## src/rtl/gate_test_pkg.sv

```systemverilog
// Shared types and constants for the lab gate stimulus/checker blocks.
package gate_test_pkg;
  typedef enum logic [1:0] {IDLE, DRIVE, DONE} state_e;

  localparam int NUM_VEC = 4;

  localparam logic [3:0] TT_AND  = 4'b1000;
  localparam logic [3:0] TT_OR   = 4'b1110;
  localparam logic [3:0] TT_NAND = 4'b0111;
  localparam logic [3:0] TT_NOR  = 4'b0001;
  localparam logic [3:0] TT_XOR  = 4'b0110;
  localparam logic [3:0] TT_XNOR = 4'b1001;

  function automatic logic [2:0] popcount4(input logic [3:0] v);
    popcount4 = 3'(v[0]) + 3'(v[1]) + 3'(v[2]) + 3'(v[3]);
  endfunction
endpackage

```

## src/rtl/settle_timer.sv

```systemverilog
// Up counter that clears on load and flags tick once it reaches SETTLE.
module settle_timer #(
  parameter int SETTLE = 3
) (
  input  logic clk,
  input  logic rst_n,
  input  logic load_i,
  input  logic en_i,
  output logic tick_o
);
  logic [3:0] cnt_q, cnt_d;

  always_comb begin
    cnt_d = cnt_q;
    if (load_i)    cnt_d = 4'd0;
    else if (en_i) cnt_d = cnt_q + 4'd1;
  end

  always_ff @(posedge clk) begin
    if (!rst_n) cnt_q <= 4'd0;
    else        cnt_q <= cnt_d;
  end

  assign tick_o = en_i && (cnt_q == 4'(SETTLE));
endmodule

```

## src/rtl/gate_tester.sv

```systemverilog
// Drives all four {A,B} vectors into a 2-input gate, captures its truth
// table and checks it against EXPECT.
module gate_tester
  import gate_test_pkg::*;
#(
  parameter logic [3:0] EXPECT = TT_AND,
  parameter int         SETTLE = 3
) (
  input  logic       clk,
  input  logic       rst_n,
  input  logic       start,
  output logic       A,
  output logic       B,
  input  logic       gate_out,
  output logic       busy,
  output logic       done,
  output logic       pass,
  output logic [3:0] captured,
  output logic [2:0] err_cnt
);
  state_e     st_q, st_d;
  logic [1:0] idx_q, idx_d;
  logic       a_q, a_d, b_q, b_d, busy_q, busy_d, done_q, done_d, pass_q, pass_d;
  logic [3:0] cap_q, cap_d;
  logic [2:0] err_q, err_d;
  logic       tick, in_drive;

  assign in_drive = (st_q == DRIVE);

  // Timer restarts for every vector and is held clear outside DRIVE.
  settle_timer #(.SETTLE(SETTLE)) u_tmr (
    .clk    (clk),
    .rst_n  (rst_n),
    .load_i (!in_drive || tick),
    .en_i   (in_drive),
    .tick_o (tick)
  );

  always_comb begin
    st_d   = st_q;
    idx_d  = idx_q;
    a_d    = a_q;
    b_d    = b_q;
    busy_d = busy_q;
    done_d = 1'b0;
    pass_d = pass_q;
    cap_d  = cap_q;
    err_d  = err_q;
    case (st_q)
      IDLE: begin
        a_d    = 1'b0;
        b_d    = 1'b0;
        busy_d = 1'b0;
        if (start) begin
          st_d   = DRIVE;
          idx_d  = 2'd0;
          busy_d = 1'b1;
          pass_d = 1'b0;
          err_d  = 3'd0;
          cap_d  = 4'd0;
        end
      end
      DRIVE: begin
        if (tick) begin
          cap_d[idx_q] = gate_out;
          if (idx_q != 2'd3) begin
            idx_d = idx_q + 2'd1;
            a_d   = idx_d[1];
            b_d   = idx_d[0];
          end else begin
            st_d   = DONE;
            a_d    = 1'b0;
            b_d    = 1'b0;
            busy_d = 1'b0;
            done_d = 1'b1;
            err_d  = popcount4(cap_d ^ EXPECT);
            pass_d = (cap_d == EXPECT);
          end
        end
      end
      DONE:    st_d = IDLE;
      default: st_d = IDLE;
    endcase
  end

  always_ff @(posedge clk) begin
    if (!rst_n) begin
      st_q   <= IDLE;
      idx_q  <= 2'd0;
      a_q    <= 1'b0;
      b_q    <= 1'b0;
      busy_q <= 1'b0;
      done_q <= 1'b0;
      pass_q <= 1'b0;
      cap_q  <= 4'd0;
      err_q  <= 3'd0;
    end else begin
      st_q   <= st_d;
      idx_q  <= idx_d;
      a_q    <= a_d;
      b_q    <= b_d;
      busy_q <= busy_d;
      done_q <= done_d;
      pass_q <= pass_d;
      cap_q  <= cap_d;
      err_q  <= err_d;
    end
  end

  assign A        = a_q;
  assign B        = b_q;
  assign busy     = busy_q;
  assign done     = done_q;
  assign pass     = pass_q;
  assign captured = cap_q;
  assign err_cnt  = err_q;
endmodule

```

## config.mk

```make
export PLATFORM = sky130hd
export DESIGN_NAME = gate_tester
export DESIGN_NICKNAME = d
export VERILOG_FILES = /design/src/rtl/gate_test_pkg.sv /design/src/rtl/settle_timer.sv /design/src/rtl/gate_tester.sv
export SDC_FILE = /design/constraint.sdc
export NUM_CORES = 1
export LEC_CHECK = 0
export BUFFER_PORTS_ARGS = -buffer_cell sky130_fd_sc_hd__buf_2
export CAP_MARGIN = 20
export CORE_MARGIN = 1.5
export CORE_UTILIZATION = 62
export CTS_BUF_LIST = sky130_fd_sc_hd__clkbuf_4 sky130_fd_sc_hd__clkbuf_8
export DETAILED_ROUTE_END_ITERATION = 8
export PLACE_DENSITY = 0.86
export SYNTH_ARGS = -nofsm -noshare
export SYNTH_HDL_FRONTEND = slang
export SYNTH_SLANG_ARGS = --single-unit
export TNS_END_PERCENT = 30
```

## constraint.sdc

```tcl
create_clock -name clk -period 7 [get_ports clk]
set_input_delay 1.05 -clock clk [delete_from_list [all_inputs] [get_ports clk]]
set_output_delay 1.05 -clock clk [all_outputs]
set_load 0.01 [all_outputs]
```

==> results.txt, run 1 <==
Status: completed
DR DRC count: 0
Tightest Hold Check Type: flip-flop to flip-flop
Utilization after layout: 0.726
H-Tree Depth: 1
Switching Fraction: 0.249
Syn_nets: 123
Cell variety after synth: 32
Simple-Gate Fraction of Synth Area: 0.224
Hold path cells: 1
TritonCTS Buffers: 3
FF+latch count, synth: 20
Area growth syn-to-layout: 8.10%
Mean number of vias per cell: 5.96
Die width: 43.9 um
Core ar.: 1540 um^2
DR pass1 iterations: 5
Drt total wl: 2140 um
Hold Crit Endpoint: u_tmr.cnt_q[0]$_SDFFE_PP0P_
Fmax achieved: 0.405 GHz
Compound-Gate Fraction of Synth Area: 0.115
Reg2reg end: err_cnt[1]$_SDFFE_PN0P_
# Max-Cap Violations: 0
Cts repair resizes: 0
Via count: 823
Setup slack, reg-to-reg: 4.59 ns
Combinational share of power: 0.092
GR Overflow Total: 0
Critical Path AT: 2.71 ns
RSZ-0062 raised after global routing: false
Layout cells sized above 1: 0.180
Die area: 1920 um^2
I/O Buffers: 15
Num rows: 14
Leakage power: 0.470 nW
Vias in the first global route: 770
Int Pwr: 0.143 mW
CTS root buffer: clkbuf_4
Mapped Avg Cell Area: 9.41 um^2
Final setup fails: 0
First-pass GRT wire length: 3580 um
Filler cell count: 135
Count of pins over their slew limit: 0
XOR/XNOR Fraction of Synth Area: 0.00846
Die Y: 43.9 um
Met2 GRT Util: 0.409
Most common cell after layout, fill and taps aside: dfxtp_1
HPWL Detailed: 1570 um
Final cycle utilization of the critical path: 0.353
RR Startpoint: idx_q[0]$_SDFFE_PN0P_
Syn Inst Count: 110
Gr busiest metal: met2
Clock network power share: 0.286
Power per standard cell area: 170 nW/um^2
Largest family of logic cells by synthesized area: simple AND/OR/NAND/NOR gates
Worst clock skew: 0.00536 ns
Top cells by area, synth: dfxtp_1 (39%), ha_1 (9.7%), mux2i_1 (7.7%), nand3_1 (4.4%), nand2_1 (4.4%)
Antenna Nets Post-Route: 0
Met1 Use GR: 0.339
VDD IR max: 138 uV
Clock sinks: 20
Num ports: 16
Setup TNS: 0 ns
Initial core utilization: 0.671
Synth area leader: dfxtp_1
Worst path required time: 7.24 ns
Post-synthesis mux area share: 0.0883
CTS tree: built
Detailed Route Iter0 Violations: 34
Minimum clock period: 2.47 ns
Worst setup path class: input port to flip-flop
Slew HR: 0.670
Worst slew pin tran: 0.493 ns
Register area share after synthesis: 0.387
Final nets: 137
Sw Pwr: 0.0472 mW
Global placement routability congestion: 0.816
Detailed-route wire length per cell: 15.5 um
Antenna diode count: 0
Largest net degree at the start of global routing: 23
Setup Buffers After CTS: 0
Adder-cell share of the synthesized area: 0.116
Met3 Usage GRT: 0.0375
Startpoint type of the worst setup path: input port
Antenna violations before repair: 0
Worst R2R Path Depth: 8
Critical path endpoint category: flip-flop
Yosys top cell area share: 0.387
Flop pwr share: 0.622
Clk_lat worst skew: 0.30 ns
Hold Vio Cnt, Final: 0
Total GRT Usage: 0.255
Cts hold-fix bufs: 0
CTS Buffer Depth: 2
Most frequent cells in the layout: dfxtp_1 (20), buf_2 (15), nand2_1 (12), nand3_1 (9)
Maximum fanout along the worst path: 4
Synthesized area: 1030 um^2
Worst-path clk slew: 0.11 ns
Synth Warn #: 0
Worst hold start: u_tmr.cnt_q[0]$_SDFFE_PP0P_
## critical path, stage by stage
cell and delay [ns]:
buf_2 0.12, mux2_2 0.30, fa_1 0.50, inv_1 0.05, ha_1 0.21, ha_1 0.28
nand3_1 0.07, mux2i_1 0.13
## logic make-up after synthesis
logic type      count (synthesis)
simple gates                   40
mux                             9
xor+xnor                        1
flops                          20
compound gates                 17
fa+ha+maj                       9
buf+inv                        14
## how the worst max path moves through the flow
stage               startpoint                      end  slack (ns)  cells past startpoint
finish                gate_out  err_cnt[1]$_SDFFE_PN0P_        4.53                      8
floorplan             gate_out  err_cnt[1]$_SDFFE_PN0P_        4.46                      7
CTS                   gate_out  err_cnt[1]$_SDFFE_PN0P_        4.53                      8
global placement      gate_out  err_cnt[1]$_SDFFE_PN0P_        4.30                      8
global route          gate_out  err_cnt[1]$_SDFFE_PN0P_        4.40                      8
detailed placement    gate_out  err_cnt[1]$_SDFFE_PN0P_        4.20                      8
## Yosys cell counts (all sizes together)
cell,instances
mux2,1
ha,8
inv,8
a31oi,1
and4b,1
nand3b,1
nor2,5
nor2b,2
nor3b,2
o21ai,5
or3,1
dfxtp,20
fa,1
buf,4
nand3,9
nand4,1
or3b,2
nand2b,2
o32ai,1
nand2,12
mux2i,8
xor2,1
a221oi,1
o22ai,4
a21boi,1
clkbuf,2
a21oi,4
nor3,1
nand4bb,1
## sequential cells by signal (all words and copies together), names as in the netlist
register	count
captured	4
u_tmr.cnt_q	4
err_cnt	3
idx_q	2
st_q	2
A	1
B	1
busy	1
done	1
pass	1
## routing by layer
metal | up-vias | wire (um)
li1 | 404 | -
met1 | 394 | 955
met2 | 21 | 1070
met3 | 4 | 81
met4 | 0 | 25
met5 | - | 0
## power groups by stage
| stage | Combinational [mW] | Clock, mW | Sequential [mW] |
|---|---|---|---|
| finish | 0.0175 | 0.0543 | 0.118 |
| global route | 0.0194 | 0.0600 | 0.118 |
| CTS | 0.0173 | 0.0555 | 0.118 |
| detailed placement | 0.0172 | 0 | 0.121 |
| global placement | 0.0166 | 0 | 0.120 |
| floorplan | 0.0149 | 0 | 0.119 |
## final cells by class
type | count | area [um^2] | share of cell area
multi-input combinational | 76 | 571 | 0.510
sequential | 20 | 400 | 0.358
timing repair buffer | 15 | 75.1 | 0.0671
inverter | 8 | 30.0 | 0.0268
clock buffer | 3 | 22.5 | 0.0201
tap | 16 | 20.0 | 0.0179
## through the flow
stage | instances | power, mW | area [um^2] | worst slack [ns] | hold slack [ns]
6_report | 138 | 0.190 | 1120 | 4.53 | 0.454
5_1_grt | 138 | 0.198 | 1120 | 4.40 | 0.480
4_1_cts | 138 | 0.191 | 1120 | 4.53 | 0.458
3_5_place_dp | 135 | 0.138 | 1100 | 4.20 | 0.443
3_3_place_gp | 135 | 0.137 | 1100 | 4.30 | 0.427
2_1_floorplan | 110 | 0.134 | 1030 | 4.46 | 0.418
(Power assumes the default switching activity.)
==> run 2, diff against run 1 <==
Settings changed: CORE_UTILIZATION 62 to 57, PLACE_DENSITY 0.86 to 0.8.
Clock period 7 ns to 2.45 ns, I/O delays scaled along.
==> run 2 against run 1 <==
Net effect: via count is 2.6% lower; critical path depth stayed put; die area is 8.2% higher; first-iteration DRC count is 68% lower; sequential power grew to 2.9 times the previous value; worst hold slack better by 0.0043 ns; worst setup slack worse by 4.4 ns; flip-flop and latch count stayed put; cell count is 8.0% higher; power grew to 3.1 times the previous value; largest power group unchanged; highest routed layer unchanged.
==> results.txt, run 2 (synthesis results as in run 1) <==
Status: completed
Most frequent cells in the layout: dfxtp_1 (20), buf_2 (15), nand2_1 (12), nand3_1 (9)
Mean number of vias per cell: 5.38
CTS root buffer: clkbuf_4
Final nets: 138
Met3 Usage GRT: 0.0238
Worst path bufs/invs: 1
CP dominant cell by count: ha_1
Critical path endpoint category: flip-flop
Area growth syn-to-layout: 11.5%
Largest net degree at the start of global routing: 23
Final cycle utilization of the critical path: 0.957
Worst clock skew: 0.0119 ns
Total GRT Usage: 0.195
Tightest Hold Check Type: flip-flop to flip-flop
Die Y: 45.6 um
Count of pins over their slew limit: 0
TritonCTS Buffers: 3
Cts hold-fix bufs: 0
Tot Pwr: 0.579 mW
Worst slew pin tran: 0.454 ns
First-pass GRT wire length: 2910 um
Core ar.: 1710 um^2
Combinational share of power: 0.088
Num rows: 15
Layout cells sized above 1: 0.202
# Max-Cap Violations: 0
Die width: 45.6 um
Final hold slack: 0.459 ns
Initial core utilization: 0.606
CP Depth: 8
H-Tree Depth: 1
RR Startpoint: idx_q[0]$_SDFFE_PN0P_
Crit path to: err_cnt[1]$_SDFFE_PN0P_
Worst R2R Path Depth: 8
Antenna violations before repair: 0
Vias in the first global route: 638
Final setup fails: 0
Gr busiest metal: met2
Num ports: 16
Flop pwr share: 0.581
Drt total wl: 1850 um
Worst-path clk slew: 0.12 ns
GR Overflow Total: 0
Setup slack, reg-to-reg: 0.10 ns
Worst path required time: 2.68 ns
Antenna Nets Post-Route: 0
Sw Pwr: 0.137 mW
VDD IR max: 448 uV
Minimum clock period: 2.35 ns
Cells along the critical path: ha_2 > mux2_2 > fa_1 > inv_1 > ha_1 > ha_1 > nand3_1 > mux2i_1
Worst setup path class: flip-flop to flip-flop
Hold Vio Cnt, Final: 0
Critical Path AT: 2.57 ns
CTS tree: built
Global placement routability congestion: 0.793
Met2 GRT Util: 0.285
DR pass1 iterations: 4
Slowest library cell on the worst path: fa_1
CP top delay family: adder cells
Most common cell after layout, fill and taps aside: dfxtp_1
Startpoint type of the worst setup path: flip-flop
Power per standard cell area: 502 nW/um^2
Detailed Route Iter0 Violations: 11
Placed instance count: 145
Reg2reg end: err_cnt[1]$_SDFFE_PN0P_
CTS Buffer Depth: 2
I/O Buffers: 15
HPWL Detailed: 1400 um
Die area: 2080 um^2
Clock sinks: 20
Leakage power: 0.479 nW
DR DRC count: 0
Clk_lat worst skew: 0.30 ns
Met1 Use GR: 0.278
Slew HR: 0.697
Clock network power share: 0.330
Post-Layout Cell Count: 149
Fmax achieved: 0.426 GHz
Int Pwr: 0.442 mW
RSZ-0062 raised after global routing: false
Setup crit start: idx_q[0]$_SDFFE_PN0P_
Maximum fanout along the worst path: 5
Largest stage delay, worst path: 0.49 ns
Detailed-route wire length per cell: 12.4 um
Setup TNS: 0 ns
Via count: 802
Antenna diode count: 0
Switching Fraction: 0.237
-- run 2: worst min-delay path by stage --
| stage | startpoint | cells after the start | slack, ns | to |
|---|---|---|---|---|
| final | pass$_SDFFE_PN0P_ | 2 | 0.46 | pass$_SDFFE_PN0P_ |
| after global routing | err_cnt[1]$_SDFFE_PN0P_ | 2 | 0.48 | err_cnt[1]$_SDFFE_PN0P_ |
| after CTS | pass$_SDFFE_PN0P_ | 2 | 0.46 | pass$_SDFFE_PN0P_ |
| after detailed placement | u_tmr.cnt_q[0]$_SDFFE_PP0P_ | 1 | 0.44 | u_tmr.cnt_q[0]$_SDFFE_PP0P_ |
| after global placement | u_tmr.cnt_q[0]$_SDFFE_PP0P_ | 1 | 0.43 | u_tmr.cnt_q[0]$_SDFFE_PP0P_ |
| after floorplan | u_tmr.cnt_q[0]$_SDFFE_PP0P_ | 1 | 0.42 | u_tmr.cnt_q[0]$_SDFFE_PP0P_ |
-- run 2: power by group through the flow --
stage	clock, mW	sequential (mW)	combinational [mW]
2_1_floorplan	0	0.341	0.0425
3_3_place_gp	0	0.344	0.0499
3_5_place_dp	0	0.344	0.0509
4_1_cts	0.194	0.337	0.0511
5_1_grt	0.208	0.338	0.0564
6_report	0.191	0.337	0.0511
-- run 2: tightest hold or removal path, stage by stage (launching register included) --
cell	delay [ns]
dfxtp_1	0.32
nand2_1	0.05
mux2i_1	0.05
-- run 2: cell type report --
cell class,count,area (um^2)
clock buffer,4,36.3
fill,143,554
inverter,8,30.0
multi-input combinational,76,573
sequential,20,400
tap,25,31.3
timing repair buffer,16,82.6
-- run 2: repair_timing --
item	CTS	global route
setup buffers	0	0
endpoints found under the setup margin	0	1
gates resized for setup	0	1
-- run 2: per-layer routing --
layer  wire (um)  part of all wire
met1         899              0.49
met5           0                 0
met3          54             0.029
met4          40             0.022
met2         858              0.46
-- run 2: metrics by stage --
step / util / setup slack [ns] / area, um^2
floorplan: - / 0.257 / 1030
global placement: 0.653 / 0.186 / 1110
detailed placement: 0.653 / 0.0981 / 1110
CTS: 0.674 / 0.0703 / 1150
global route: 0.675 / 0.0193 / 1150
finish: 0.675 / 0.105 / 1150
==> run 3, diff against run 2 <==
Settings changed: BUFFER_PORTS_ARGS -buffer_cell sky130_fd_sc_hd__buf_2 to unset, CORE_UTILIZATION 57 to 64, DONT_BUFFER_PORTS set to 1, GPL_ROUTABILITY_DRIVEN set to 1, SETUP_SLACK_MARGIN set to 0.15.
==> run 3 against run 2 <==
Net effect: worst setup slack better by 0.15 ns; design area shrank 6.2%; register-to-register slack improved by 0.15 ns; first-iteration DRC count fell by 27%; clock-buffer cell count unchanged; largest cell class unchanged.
==> results.txt, run 3 (synthesis results as in run 1) <==
Status: completed
Area growth syn-to-layout: 4.60%
Fmax achieved: 0.455 GHz
Maximum fanout along the worst path: 5
CTS root buffer: clkbuf_4
Num rows: 14
H-Tree Depth: 1
Hold Vio Cnt, Final: 0
Total GRT Usage: 0.219
Die Y: 43.2 um
Via count: 758
Most frequent cells in the layout: dfxtp_1 (18), nand2_1 (12), nand3_1 (9), inv_1 (8), mux2i_1 (8)
Largest net degree at the start of global routing: 23
Leakage power: 0.402 nW
Die area: 1870 um^2
Die width: 43.2 um
CTS Buffer Depth: 2
CTS tree: built
TritonCTS Buffers: 3
Final setup fails: 0
Worst setup path class: flip-flop to flip-flop
Count of pins over their slew limit: 0
Power per standard cell area: 522 nW/um^2
Layout cells sized above 1: 0.110
Core ar.: 1510 um^2
Global placement routability congestion: 0.766
DR DRC count: 0
Critical Path AT: 2.38 ns
Worst clock skew: 0.0111 ns
Setup TNS: 0 ns
Slew HR: 0.716
Most common cell after layout, fill and taps aside: dfxtp_1
Worst-path clk slew: 0.12 ns
Initial core utilization: 0.687
Tightest Hold Check Type: input port to flip-flop
Setup Buffers After CTS: 0
Cts hold-fix bufs: 0
VDD IR max: 448 uV
Final cycle utilization of the critical path: 0.897
Antenna Nets Post-Route: 0
GR Overflow Total: 0
Clock sinks: 20
First-pass GRT wire length: 3110 um
Tot Pwr: 0.565 mW
Antenna diode count: 0
Drt total wl: 1800 um
Worst path required time: 2.63 ns
HPWL Detailed: 1320 um
Post-route design area: 1080 um^2
Final nets: 123
Vias in the first global route: 759
DR pass1 iterations: 4
Mean number of vias per cell: 6.06
RSZ-0062 raised after global routing: false
I/O Buffers: 0
# Max-Cap Violations: 0
Detailed-route wire length per cell: 14.4 um
Placed cell area: 1030 um^2
Critical path endpoint category: flip-flop
Worst slew pin tran: 0.426 ns
Antenna violations before repair: 0
Final hold slack: 0.206 ns
Startpoint type of the worst setup path: flip-flop
Minimum clock period: 2.20 ns
Clk_lat worst skew: 0.30 ns
Num ports: 16
Detailed Route Iter0 Violations: 8
-- run 3: changes by cell type in the layout (fill, tap and decap cells not counted) --
cell	delta
buf_2	-15
dfxtp_1	-2
ha_4	+1
dfxtp_2	+1
ha_2	-1
dfxtp_4	+1
-- run 3: path summary, 6_finish.rpt --
check,startpoint,slack (ns),cells after the start,end
max,idx_q[0]$_SDFFE_PN0P_,0.25,8,err_cnt[1]$_SDFFE_PN0P_
min,rst_n,0.21,2,B$_SDFFE_PN0P_
max reg2reg,idx_q[0]$_SDFFE_PN0P_,0.25,8,err_cnt[1]$_SDFFE_PN0P_
min reg2reg,u_tmr.cnt_q[0]$_SDFFE_PP0P_,0.45,1,u_tmr.cnt_q[0]$_SDFFE_PP0P_
-- run 3: through the flow --
stage,util,instances,worst slack (ns)
after global routing,0.718,125,0.156
after floorplan,-,110,0.257
after CTS,0.709,125,0.181
after detailed placement,0.683,121,0.116
after global placement,0.683,121,0.202
final,0.718,125,0.253
-- run 3: layout make-up --
type,count,area (um^2)
clock buffer,4,36.3
fill,107,424
inverter,8,30.0
multi-input combinational,76,583
sequential,20,405
tap,16,20.0
timing repair buffer,1,7.51
-- run 3: where the power goes --
part	leakage [nW]	internal, mW	switching, mW
sequential	0.163	0.329	0.00796
clock	0.0210	0.0906	0.0985
combinational	0.218	0.0185	0.0211
-- run 3: per-layer routing --
metal / global-route usage / routed length [um] / share of wire
met1: 0.248 / 792 / 0.44
met4: 0.0727 / 17 / 0.0095
met2: 0.394 / 916 / 0.51
met3: 0.0553 / 70 / 0.039
met5: 0 / 0 / 0
-- run 3: worst max-delay path: stages (launching register included) --
cell and delay (ns):
dfxtp_4 0.40, ha_4 0.16, mux2_2 0.37, fa_1 0.49
inv_1 0.04, ha_1 0.18, ha_1 0.27, nand3_1 0.09
mux2i_1 0.06
-- run 3: what timing repair did --
item                       in CTS  in global routing
resized for setup               2                  3
gates cloned                    0                  0
hold endpoints to repair        0                  0
setup endpoints to repair       1                  1
